## config.mk

```make
export PLATFORM = sky130hd
export DESIGN_NAME = switch_led_ctrl
export DESIGN_NICKNAME = d
export VERILOG_FILES = /design/src/rtl/switch_led_ctrl.sv
export SDC_FILE = /design/constraint.sdc
export NUM_CORES = 1
export LEC_CHECK = 0
export ABC_AREA = 1
export CAP_MARGIN = 0
export CORE_ASPECT_RATIO = 1.1
export CORE_MARGIN = 2
export CORE_UTILIZATION = 60
export CTS_CLUSTER_DIAMETER = 150
export CTS_CLUSTER_SIZE = 12
export DETAILED_ROUTE_END_ITERATION = 12
export GPL_TIMING_DRIVEN = 0
export PLACE_DENSITY = 0.84
export SLEW_MARGIN = 20
export SYNTH_ARGS = -nofsm -noshare
export SYNTH_HDL_FRONTEND = slang
export SYNTH_SLANG_ARGS = --single-unit
```

## constraint.sdc

```tcl
create_clock -name clk -period 2.09 [get_ports clk]
set_input_delay 0.418 -clock clk [delete_from_list [all_inputs] [get_ports clk]]
set_output_delay 0.418 -clock clk [all_outputs]
set_load 0.005 [all_outputs]
```

## src/rtl/switch_led_ctrl.sv

```systemverilog
// Push-switch front end for the 4 kit LEDs: synchronise, debounce, toggle a
// per-LED latch on each press, and clear all latches on a long hold.
module switch_led_ctrl #(
    parameter int DEBOUNCE_CYCLES = 240000,
    parameter int LONG_CYCLES     = 24000000
) (
    input  logic       clk,
    input  logic       rst_n,
    input  logic [3:0] sw,
    output logic [3:0] led_n,
    output logic [3:0] press_pulse,
    output logic       long_pulse,
    output logic [3:0] held
);

    localparam int DW = $clog2(DEBOUNCE_CYCLES);
    localparam int LW = $clog2(LONG_CYCLES);
    localparam logic [DW-1:0] DB_LAST   = DW'(DEBOUNCE_CYCLES - 1);
    localparam logic [LW-1:0] LONG_LAST = LW'(LONG_CYCLES - 1);

    typedef enum logic [1:0] {
        HOLD_IDLE     = 2'd0,
        HOLD_COUNTING = 2'd1,
        HOLD_FIRED    = 2'd2
    } hold_state_e;

    logic [3:0]         sync1_r;
    logic [3:0]         sync_q_r;
    logic [3:0][DW-1:0] db_cnt_r;
    logic [3:0][DW-1:0] db_cnt_nxt_s;
    logic [3:0]         held_r;
    logic [3:0]         held_nxt_s;
    logic [3:0]         press_s;
    hold_state_e        hold_state_r   [4];
    hold_state_e        hold_state_nxt_s [4];
    logic [3:0][LW-1:0] hold_cnt_r;
    logic [3:0][LW-1:0] hold_cnt_nxt_s;
    logic [3:0]         fire_s;
    logic [3:0]         led_state_r;
    logic [3:0]         led_state_nxt_s;
    logic [3:0]         press_pulse_r;
    logic               long_pulse_r;

    // Per-bit debounce: a mismatch must persist DEBOUNCE_CYCLES samples to be accepted
    always_comb begin
        held_nxt_s   = held_r;
        db_cnt_nxt_s = '0;
        for (int i = 0; i < 4; i++) begin
            if (sync_q_r[i] != held_r[i]) begin
                if (db_cnt_r[i] == DB_LAST) begin
                    held_nxt_s[i]   = sync_q_r[i];
                    db_cnt_nxt_s[i] = '0;
                end else begin
                    db_cnt_nxt_s[i] = db_cnt_r[i] + DW'(1);
                end
            end else begin
                db_cnt_nxt_s[i] = '0;
            end
        end
    end

    assign press_s = held_nxt_s & ~held_r;

    // Per-switch hold FSM; FIRED freezes the counter so a long hold fires once
    always_comb begin
        fire_s = 4'b0000;
        for (int i = 0; i < 4; i++) begin
            hold_state_nxt_s[i] = hold_state_r[i];
            hold_cnt_nxt_s[i]   = hold_cnt_r[i];
            if (!held_nxt_s[i]) begin
                hold_state_nxt_s[i] = HOLD_IDLE;
                hold_cnt_nxt_s[i]   = '0;
            end else if (press_s[i]) begin
                hold_state_nxt_s[i] = HOLD_COUNTING;
                hold_cnt_nxt_s[i]   = '0;
            end else begin
                case (hold_state_r[i])
                    HOLD_IDLE: begin
                        hold_cnt_nxt_s[i] = '0;
                    end
                    HOLD_COUNTING: begin
                        if (hold_cnt_r[i] == LONG_LAST) begin
                            hold_state_nxt_s[i] = HOLD_FIRED;
                            fire_s[i]           = 1'b1;
                        end else begin
                            hold_cnt_nxt_s[i] = hold_cnt_r[i] + LW'(1);
                        end
                    end
                    HOLD_FIRED: begin
                        hold_cnt_nxt_s[i] = hold_cnt_r[i];
                    end
                    default: begin
                        hold_state_nxt_s[i] = HOLD_IDLE;
                        hold_cnt_nxt_s[i]   = '0;
                    end
                endcase
            end
        end
    end

    // LED latches: a long-press clear overrides any toggle in the same cycle
    always_comb begin
        if (|fire_s) begin
            led_state_nxt_s = 4'b0000;
        end else begin
            led_state_nxt_s = led_state_r ^ press_s;
        end
    end

    // State register for synchroniser, debounce, hold FSMs, latches and strobes
    always_ff @(posedge clk or negedge rst_n) begin
        if (!rst_n) begin
            sync1_r       <= 4'b0000;
            sync_q_r      <= 4'b0000;
            db_cnt_r      <= '0;
            held_r        <= 4'b0000;
            hold_cnt_r    <= '0;
            led_state_r   <= 4'b0000;
            press_pulse_r <= 4'b0000;
            long_pulse_r  <= 1'b0;
            for (int i = 0; i < 4; i++) begin
                hold_state_r[i] <= HOLD_IDLE;
            end
        end else begin
            sync1_r       <= sw;
            sync_q_r      <= sync1_r;
            db_cnt_r      <= db_cnt_nxt_s;
            held_r        <= held_nxt_s;
            hold_cnt_r    <= hold_cnt_nxt_s;
            led_state_r   <= led_state_nxt_s;
            press_pulse_r <= press_s;
            long_pulse_r  <= |fire_s;
            for (int i = 0; i < 4; i++) begin
                hold_state_r[i] <= hold_state_nxt_s[i];
            end
        end
    end

    assign led_n       = ~led_state_r;
    assign press_pulse = press_pulse_r;
    assign long_pulse  = long_pulse_r;
    assign held        = held_r;

endmodule

```

Yosys cells after proc, flatten, opt, wreduce, memory -nomap -nowiden
Cells that the tools add are included.
- flip-flop bits (word level): 201
- bits of input ports: 6
- output and inout port bits: 13
- logic and storage cells: 148
- add/subtract/negate cells: 8
- equality and inequality tests: 36
- mux-type cells: 65
- bitwise operators: 4
- reductions and logical operators: 17
- operators by type and width (cell ; number):
    $mux 25 ; 12
    $pmux 25 s2 ; 4
    $mux 18 ; 8
    $add 25x1->25 const B ; 4
    $eq 25x25->1 const B ; 4
    $add 18x1->18 const B ; 4
    $eq 18x18->1 const B ; 4
    $ne 4x4->1 const B ; 8
    $mux 1 ; 24
    $mux 2 ; 12
    $pmux 2 s2 ; 4
    $reduce_and 2->1 ; 8
    $ne 3x2->1 const B ; 4
    $ne 3x3->1 const B ; 4
    $eq 2x1->1 const B ; 4
    $eq 2x2->1 const B ; 4
    $logic_not 2->1 ; 4
    $not 4->4 ; 2
    $reduce_or 2->1 ; 4
    $and 4x4->4 ; 1
    $mux 4 ; 1
    $ne 1x1->1 ; 4
    $reduce_or 4->1 ; 1
    $xor 4x4->4 ; 1

Depth between registers and ports, before layout
Gate-level depths: netlist of the first run.
- depth in word-level cells: 8
- gate-level depth with buffers: 13
- mapped depth without buffers: 12

Worst setup path before layout of the first run
Ideal clock, no wire load.
- kind: reg-to-reg
- from: register db_cnt_r[36] in the netlist's numbering
- to: register hold_cnt_r[74] in the netlist's numbering
- setup time: 76 ps
- data arrival time: 1606 ps
- data required time: 2014 ps
- slack: 407 ps
- stages on the path, launching flop included: 10
- path buffers: 1
- clock period less this slack: 1683 ps
- path through: dfrtp_1 > ha_1 > nand3_1 > nor2_1 > nand3_2 > nand3_2 > nor2_1 > buf_2 > nand2_1 > o21ai_1
- cells in the longest elaborated chain, start to end: 6
- elaborated cells between the ends (all ways): 9
- those cells by class: eq/ne: 3; mux: 4; bitwise: 1; reduce/logical: 1
- RTL lines (what ; line ; RTL):
    start, declared ; 29 ; logic [3:0][DW-1:0] db_cnt_r;
    start signal, assigned ; 127 ; db_cnt_r <= db_cnt_nxt_s;
    $eq 18x18->1 (*) ; 50 ; if (db_cnt_r[i] == DB_LAST) begin
    $mux 1 (*) ; 50 ;
    $mux 1 (*) ; 49 ; if (sync_q_r[i] != held_r[i]) begin
    $and 4x4->4 ; 62 ; assign press_s = held_nxt_s & ~held_r;
    $ne 4x4->1 (no source line) (tied with other cells) ; n/a ;
    $reduce_and 2->1 (no source line) or $mux 25 (tied branches) ; n/a ;
    end signal, assigned ; 129 ; hold_cnt_r <= hold_cnt_nxt_s;
    end, declared ; 36 ; logic [3:0][LW-1:0] hold_cnt_r;
Mark *: on every way between the ends. The rest lies on a longest branch, timed or not.
A chain may end at the register's enable or synchronous reset.

Worst setup path after layout of the first run
- from: register held_r[0] (netlist: held[0])
- to: output held[0]
- RTL lines (what ; line ; RTL):
    start, declared ; 31 ; logic [3:0] held_r;
    start signal, assigned ; 128 ; held_r <= held_nxt_s;
    end, declared ; 13 ; output logic [3:0] held
No word-level cell between the ends.

==> flow_metrics.env, run 1 <==
export IMPL_finClkSkew_ps=22.5
export IMPL_syn_num_nets=1598
export IMPL_arrival_ps=1550
export IMPL_fmax_mhz=507
export IMPL_synth_edf_count=0
export IMPL_p_switching_uw=1570
export IMPL_yosysWarnings=0
export IMPL_routed_via_density=5.56
export IMPL_fin_nets=1647
export IMPL_worst_path_largest_cell_delay_ps=580
export IMPL_clkPwrFrac_pct=43.2
export IMPL_cp_end_kind="output port"
export IMPL_p_comb_share_pct=2.4
export IMPL_num_rows=53
export IMPL_num_fill_cells=1546
export IMPL_final_max_slew_violation_count=0
export IMPL_clock_sinks=201
export IMPL_dp_slack_ps=-89.5
export IMPL_final_antenna_net_count=0
export IMPL_area_growth_pct=11.1
export IMPL_initialDrtViolationCount=752
export IMPL_path_clk_slew_ps=60
export IMPL_grt_util_met3_pct=3.02
export IMPL_grt_use_met1_pct=34.3
export IMPL_grt_pass1_vias=10100
export IMPL_gr_usage_met2_pct=48.1
export IMPL_cts_root_buffer="clkbuf_16"
export IMPL_cp_start_kind="flip-flop"
export IMPL_cts_buffer_depth=3
export IMPL_critical_path_required_ps=1670
export IMPL_ys_flop_type="dfrtp_1"
export IMPL_grt_usage_pct=26.9
export IMPL_htreeDepth=1
export IMPL_ys_seq_elements=201
export IMPL_path_max_fanout=6
export IMPL_cts_tree="done"
export IMPL_status="finished clean"
export IMPL_finalSetupViolations=0
export IMPL_yosysUniqueCellTypes=41
export IMPL_worstSetupPathType="flip-flop to output port"
export IMPL_path_cells="clkdlybuf4s50_1"
export IMPL_finalCritPeriodShare_pct=94.4
export IMPL_max_slew_margin_pct=64.2
export IMPL_power_density_mw_per_mm2=569
export IMPL_boundaryPins=19
export IMPL_drive_gt1_share_pct=8.02
export IMPL_drc=0
export IMPL_wl_per_cell_um=14.1
export IMPL_detailed_place_hpwl_mm=18.7
export IMPL_coreArea_mm2=0.0189
export IMPL_start_util_pct=60.6
export IMPL_grt_busiest_layer="met2"
export IMPL_overflow=0
export IMPL_fin_setup_tns_ps=0
export IMPL_layout_common_cells="nand2_1, nor2_1, dfrtp_1, inv_1, nand3_1"
export IMPL_synth_top_area_share_pct=43.9
export IMPL_yosysSeqAreaShare_pct=43.9
export IMPL_vias=10400
export IMPL_hold_violations=0
export IMPL_fin_crit_ps=1970
export IMPL_die_w_um=136
export IMPL_tightest_slew_ps=537
export IMPL_crit_family="buffers and inverters"
export IMPL_p_sw_share_pct=21.7
export IMPL_syn_inst=1584
export IMPL_async_reset_ff_share_pct=100
export IMPL_grt_antenna_before_repair=0
export IMPL_numCtsBuffers=20
export IMPL_peakVddDrop_mv=0.689
export IMPL_critPathBufInv=1
export IMPL_syn_area_mm2=0.0115
export IMPL_maxCapViolations=0
export IMPL_internal_power_uw=5670
export IMPL_gp_congestion=0.961
export IMPL_die_height_um=149
export IMPL_synth_top_area_cell="dfrtp_1"
export IMPL_cp_slowest_cell="clkdlybuf4s50_1"
export IMPL_hold_class="flip-flop to flip-flop"
export IMPL_avgSynthCellArea_um2=7.23
export IMPL_drtPass1Iterations=5
export IMPL_layout_commonest_cell="nand2_1"
export IMPL_grt_start_max_net_pins=97
export IMPL_dieArea_mm2=0.0202
export IMPL_worst_slack_ps=118
export IMPL_p_leak_uw=0.00559
export IMPL_synthTopCellsByArea="dfrtp_1, nand2_1, nor2_1"
export IMPL_routed_wl_mm=26.4
export IMPL_power_frac_seq_pct=54.4
export IMPL_insertion_delay_ps=510
export IMPL_rsz0062_at_grt="true"
export IMPL_io_buffers=18
export IMPL_grt_pass1_wl_mm=45.2
export IMPL_n_antenna_cell=0
==> routing by layer <==
layer	wire length, µm	vias up
met5	0	-
met4	560	0
li1	-	5168
met3	1070	47
met1	11400	4974
met2	13400	258
==> cells in the mapped netlist, types with 7 or more instances <==
| cell type | number |
|---|---|
| nand2_1 | 450 |
| nor3_2 | 7 |
| clkbuf_1 | 8 |
| a31oi_1 | 7 |
| nor3b_1 | 8 |
| xnor2_1 | 15 |
| a21oi_1 | 27 |
| nor3_1 | 47 |
| o21ai_1 | 11 |
| nor2_2 | 9 |
| nand2_2 | 7 |
| nand3_1 | 108 |
| nand4_1 | 50 |
| xor2_1 | 42 |
| ha_1 | 8 |
| nor2_1 | 243 |
| buf_2 | 9 |
| o21ai_0 | 78 |
| inv_1 | 178 |
| or2_2 | 16 |
| dfrtp_1 | 201 |
| nor4_1 | 9 |
==> stage by stage <==
step           util, %  instances  cell area (µm²)  total power, µW  hold WS [ps]
5_1_grt           67.3       1880            12700             7470           353
6_report          67.3       1880            12700             7240           348
3_3_place_gp      63.2       1849            11900             4170           337
4_1_cts           66.4       1874            12600             7310           341
2_1_floorplan        -       1584            11500             4070           122
3_5_place_dp      63.5       1851            12000             4190           323
==> logic make-up after synthesis <==
logic type / count (synthesis) / share of synthesized area (%)
AOI/OAI and AO/OA: 143 / 6.83
xor gates and xnor gates: 57 / 4.36
adders and majority gates: 8 / 0.874
buffers and inverters: 209 / 7.38
DFF: 201 / 43.9
muxes: 1 / 0.0874
and+or+nand+nor: 965 / 36.6
==> registers in the layout, indices dropped and copies added, names as in the netlist <==
register      count
sync1_r           4
press_pulse       4
long_pulse        1
hold_state_r      8
db_cnt_r         72
hold_cnt_r      100
led_state_r       4
held              4
sync_q_r          4
==> area by class of cell <==
type                    instances  area, µm²  share of cell area [%]
plain buffers                  26        169                    1.33
clock buffers                  20        500                    3.93
clock inverters                 2       21.3                   0.167
inverters                     182        683                    5.37
multi-input cells            1175       5720                    44.9
flip-flops and latches        201       5030                    39.5
well taps                     247        309                    2.43
repair buffers                 27        295                    2.32
==> worst paths after layout <==
check	startpoint	endpoint	slack [ps]	cells after the start
min in group asynchronous	rst_n	db_cnt_r[34]	380	2
worst max register to register	hold_cnt_r[0]	hold_cnt_r[10]	120	12
worst min register to register	sync1_r[0]	sync_q_r[0]	350	0
max in group asynchronous	rst_n	hold_cnt_r[66]	600	4
worst min-delay path	sync1_r[0]	sync_q_r[0]	350	0
worst max-delay path	held[0]	held[0]	120	1
==> repair_timing <==
item | 4_1_cts | 5_1_grt
setup endpoints to repair | 11 | 85
cloned | 0 | 1
pin swaps | 0 | 5
hold endpoints to repair | 38 | 0
setup buffers | 0 | 6
gates resized for setup | 4 | 35
hold buffers | 1 | 0
==> power groups by stage <==
stage                     clock network (µW)  registers (µW)  logic, µW
after detailed placement                   0            4010        180
after floorplan                            0            4000       61.9
after global routing                    3320            3940        210
final                                   3120            3940        176
after global placement                     0            4010        160
after CTS                               3190            3940        183
Power figures use the tool's default switching activity.
==> run 2, diff against run 1 <==
--- a/config.mk
+++ b/config.mk
@@ -14,7 +14,7 @@
 export CTS_CLUSTER_SIZE = 12
 export DETAILED_ROUTE_END_ITERATION = 12
 export GPL_TIMING_DRIVEN = 0
-export PLACE_DENSITY = 0.84
+export PLACE_DENSITY = 0.88
 export SLEW_MARGIN = 20
 export SYNTH_ARGS = -nofsm -noshare
 export SYNTH_HDL_FRONTEND = slang
==> run 2 against run 1 <==
Compared with the run above:
- fmax down 1.6%
- critical endpoint is now hold_cnt_r[3]
- die area unchanged
- power up 0.58%
- sequential share of layout area down 0.13 points
- highest routed layer unchanged
==> flow_metrics.env, run 2 (same netlist as run 1, synthesis figures left out) <==
export IMPL_status="finished clean"
export IMPL_grt_pass1_wl_mm=44.5
export IMPL_grt_usage_pct=26.4
export IMPL_grt_start_max_net_pins=93
export IMPL_crit_top_cell="nand2_2"
export IMPL_initialDrtViolationCount=802
export IMPL_fin_nets=1648
export IMPL_drc=0
export IMPL_numCtsBuffers=20
export IMPL_path_cells="ha_1, nand2_2, nor2_2, nand2_2, inv_1, nand3_1, nor3_2, o21ai_2, clkbuf_4, o21ai_0"
export IMPL_final_antenna_net_count=0
export IMPL_finalCritPeriodShare_pct=95.9
export IMPL_tightest_slew_ps=579
export IMPL_area_growth_pct=11.4
export IMPL_io_buffers=18
export IMPL_worstSetupPathType="flip-flop to flip-flop"
export IMPL_die_height_um=149
export IMPL_cts_root_buffer="clkbuf_16"
export IMPL_critical_path_required_ps=2480
export IMPL_cp_end_kind="flip-flop"
export IMPL_insertion_delay_ps=490
export IMPL_drtPass1Iterations=6
export IMPL_overflow=0
export IMPL_n_antenna_cell=0
export IMPL_clock_sinks=201
export IMPL_wl_per_cell_um=14.1
export IMPL_peakVddDrop_mv=0.564
export IMPL_place_inst=1851
export IMPL_p_leak_uw=0.00561
export IMPL_grt_antenna_before_repair=0
export IMPL_hold_class="flip-flop to flip-flop"
export IMPL_drive_gt1_share_pct=8.20
export IMPL_gp_congestion=0.972
export IMPL_die_w_um=136
export IMPL_start_util_pct=60.6
export IMPL_finClkSkew_ps=8.08
export IMPL_num_rows=53
export IMPL_routed_wl_mm=26.4
export IMPL_cts_buffer_depth=3
export IMPL_boundaryPins=19
export IMPL_layout_commonest_cell="nand2_1"
export IMPL_largest_reg_flops=100
export IMPL_fmax_mhz=499
export IMPL_htreeDepth=1
export IMPL_layout_common_cells="nand2_1, nor2_1, dfrtp_1, inv_1, nand3_1"
export IMPL_hold_violations=0
export IMPL_fin_setup_tns_ps=0
export IMPL_coreArea_mm2=0.0189
export IMPL_top_register="hold_cnt_r"
export IMPL_final_cells=1881
export IMPL_dp_slack_ps=-15.4
export IMPL_maxCapViolations=0
export IMPL_path_clk_slew_ps=60
export IMPL_finalSetupViolations=0
export IMPL_worst_path_largest_cell_delay_ps=380
export IMPL_fin_crit_ps=2010
export IMPL_max_slew_margin_pct=61.4
export IMPL_final_max_slew_violation_count=0
export IMPL_cts_tree="done"
export IMPL_vias=10400
export IMPL_routed_via_density=5.55
export IMPL_cp_slowest_cell="dfrtp_1"
export IMPL_grt_pass1_vias=9990
export IMPL_cp_start_kind="flip-flop"
export IMPL_worst_slack_ps=84.9
export IMPL_arrival_ps=2390
export IMPL_detailed_place_hpwl_mm=18.8
export IMPL_reg_largest_list="hold_cnt_r x100, db_cnt_r x72, hold_state_r x8"
export IMPL_dieArea_mm2=0.0202
export IMPL_power_density_mw_per_mm2=570
export IMPL_path_max_fanout=10
[run 2: cell count changes in the layout (fill, tap and decap cells not counted), sizes merged]
| cell | previous run | this run |
|---|---|---|
| clkbuf | 29 | 32 |
| clkinv | 2 | 1 |
| nor2 | 255 | 254 |
[run 2: what timing repair did]
item / in CTS / in global routing
hold endpoints to repair: 56 / 0
buffers inserted: 0 / 7
pin swaps: 0 / 7
endpoints found under the setup margin: 5 / 105
resized for setup: 2 / 47
hold buffers: 1 / 0
[run 2: power by group]
part           internal (µW)  total, µW  switching [µW]  leakage, µW
Sequential              3920       3940            22.1      0.00278
Combinational           52.9        182             130      0.00257
Clock                   1760       3160            1390     0.000263
[run 2: worst paths after layout]
check	slack, ps	start	end	depth (start not counted)
worst min-delay path	350	sync1_r[0]	sync_q_r[0]	0
worst max register to register	80	hold_cnt_r[0]	hold_cnt_r[3]	10
max in group asynchronous	860	rst_n	hold_cnt_r[53]	3
worst max-delay path	80	hold_cnt_r[0]	hold_cnt_r[3]	10
worst min register to register	350	sync1_r[0]	sync_q_r[0]	0
min in group asynchronous	450	rst_n	db_cnt_r[64]	2
[run 2: worst max-delay path, delay by kind of cell (launching register included)]
family | cells | cell delay, ps
AOI/OAI and AO/OA | 2 | 350
and+or+nand+nor | 5 | 680
buffers and inverters | 2 | 280
DFF | 1 | 380
adders and majority gates | 1 | 200
[run 2: per-stage QoR]
step                      cell area (µm²)  power (µW)  hold WS [ps]  util (%)
after global placement              11900        4170           336      63.2
after floorplan                     11500        4070           122         -
final                               12800        7280           348      67.6
after CTS                           12600        7330           351      66.4
after global routing                12800        7530           357      67.6
after detailed placement            12000        4190           335      63.5
[run 2: layout make-up]
class                      count  area, µm²
buffer                        27        178
clock buffer                  21        526
clock inverter                 1       5.00
fill                        1569       6130
inverter                     182        683
multi-input combinational   1174       5730
sequential                   201       5030
tap                          247        309
timing repair buffer          28        303
[run 2: metal layers]
layer  GRT usage, %  vias to the layer above  part of all wire (%)
met5              0                        -                     0
met4           9.32                        0                   2.1
met3           3.33                       52                   4.4
met2           45.9                      252                    50
met1           34.1                     4954                    43
li1               -                     5173                     -
==> run 3, diff against run 2 <==
--- a/config.mk
+++ b/config.mk
@@ -19,3 +19,4 @@
 export SYNTH_ARGS = -nofsm -noshare
 export SYNTH_HDL_FRONTEND = slang
 export SYNTH_SLANG_ARGS = --single-unit
+export TNS_END_PERCENT = 100
==> results of run 3 <==
The final DEF is identical to that of run 2; final timing and power are the same.
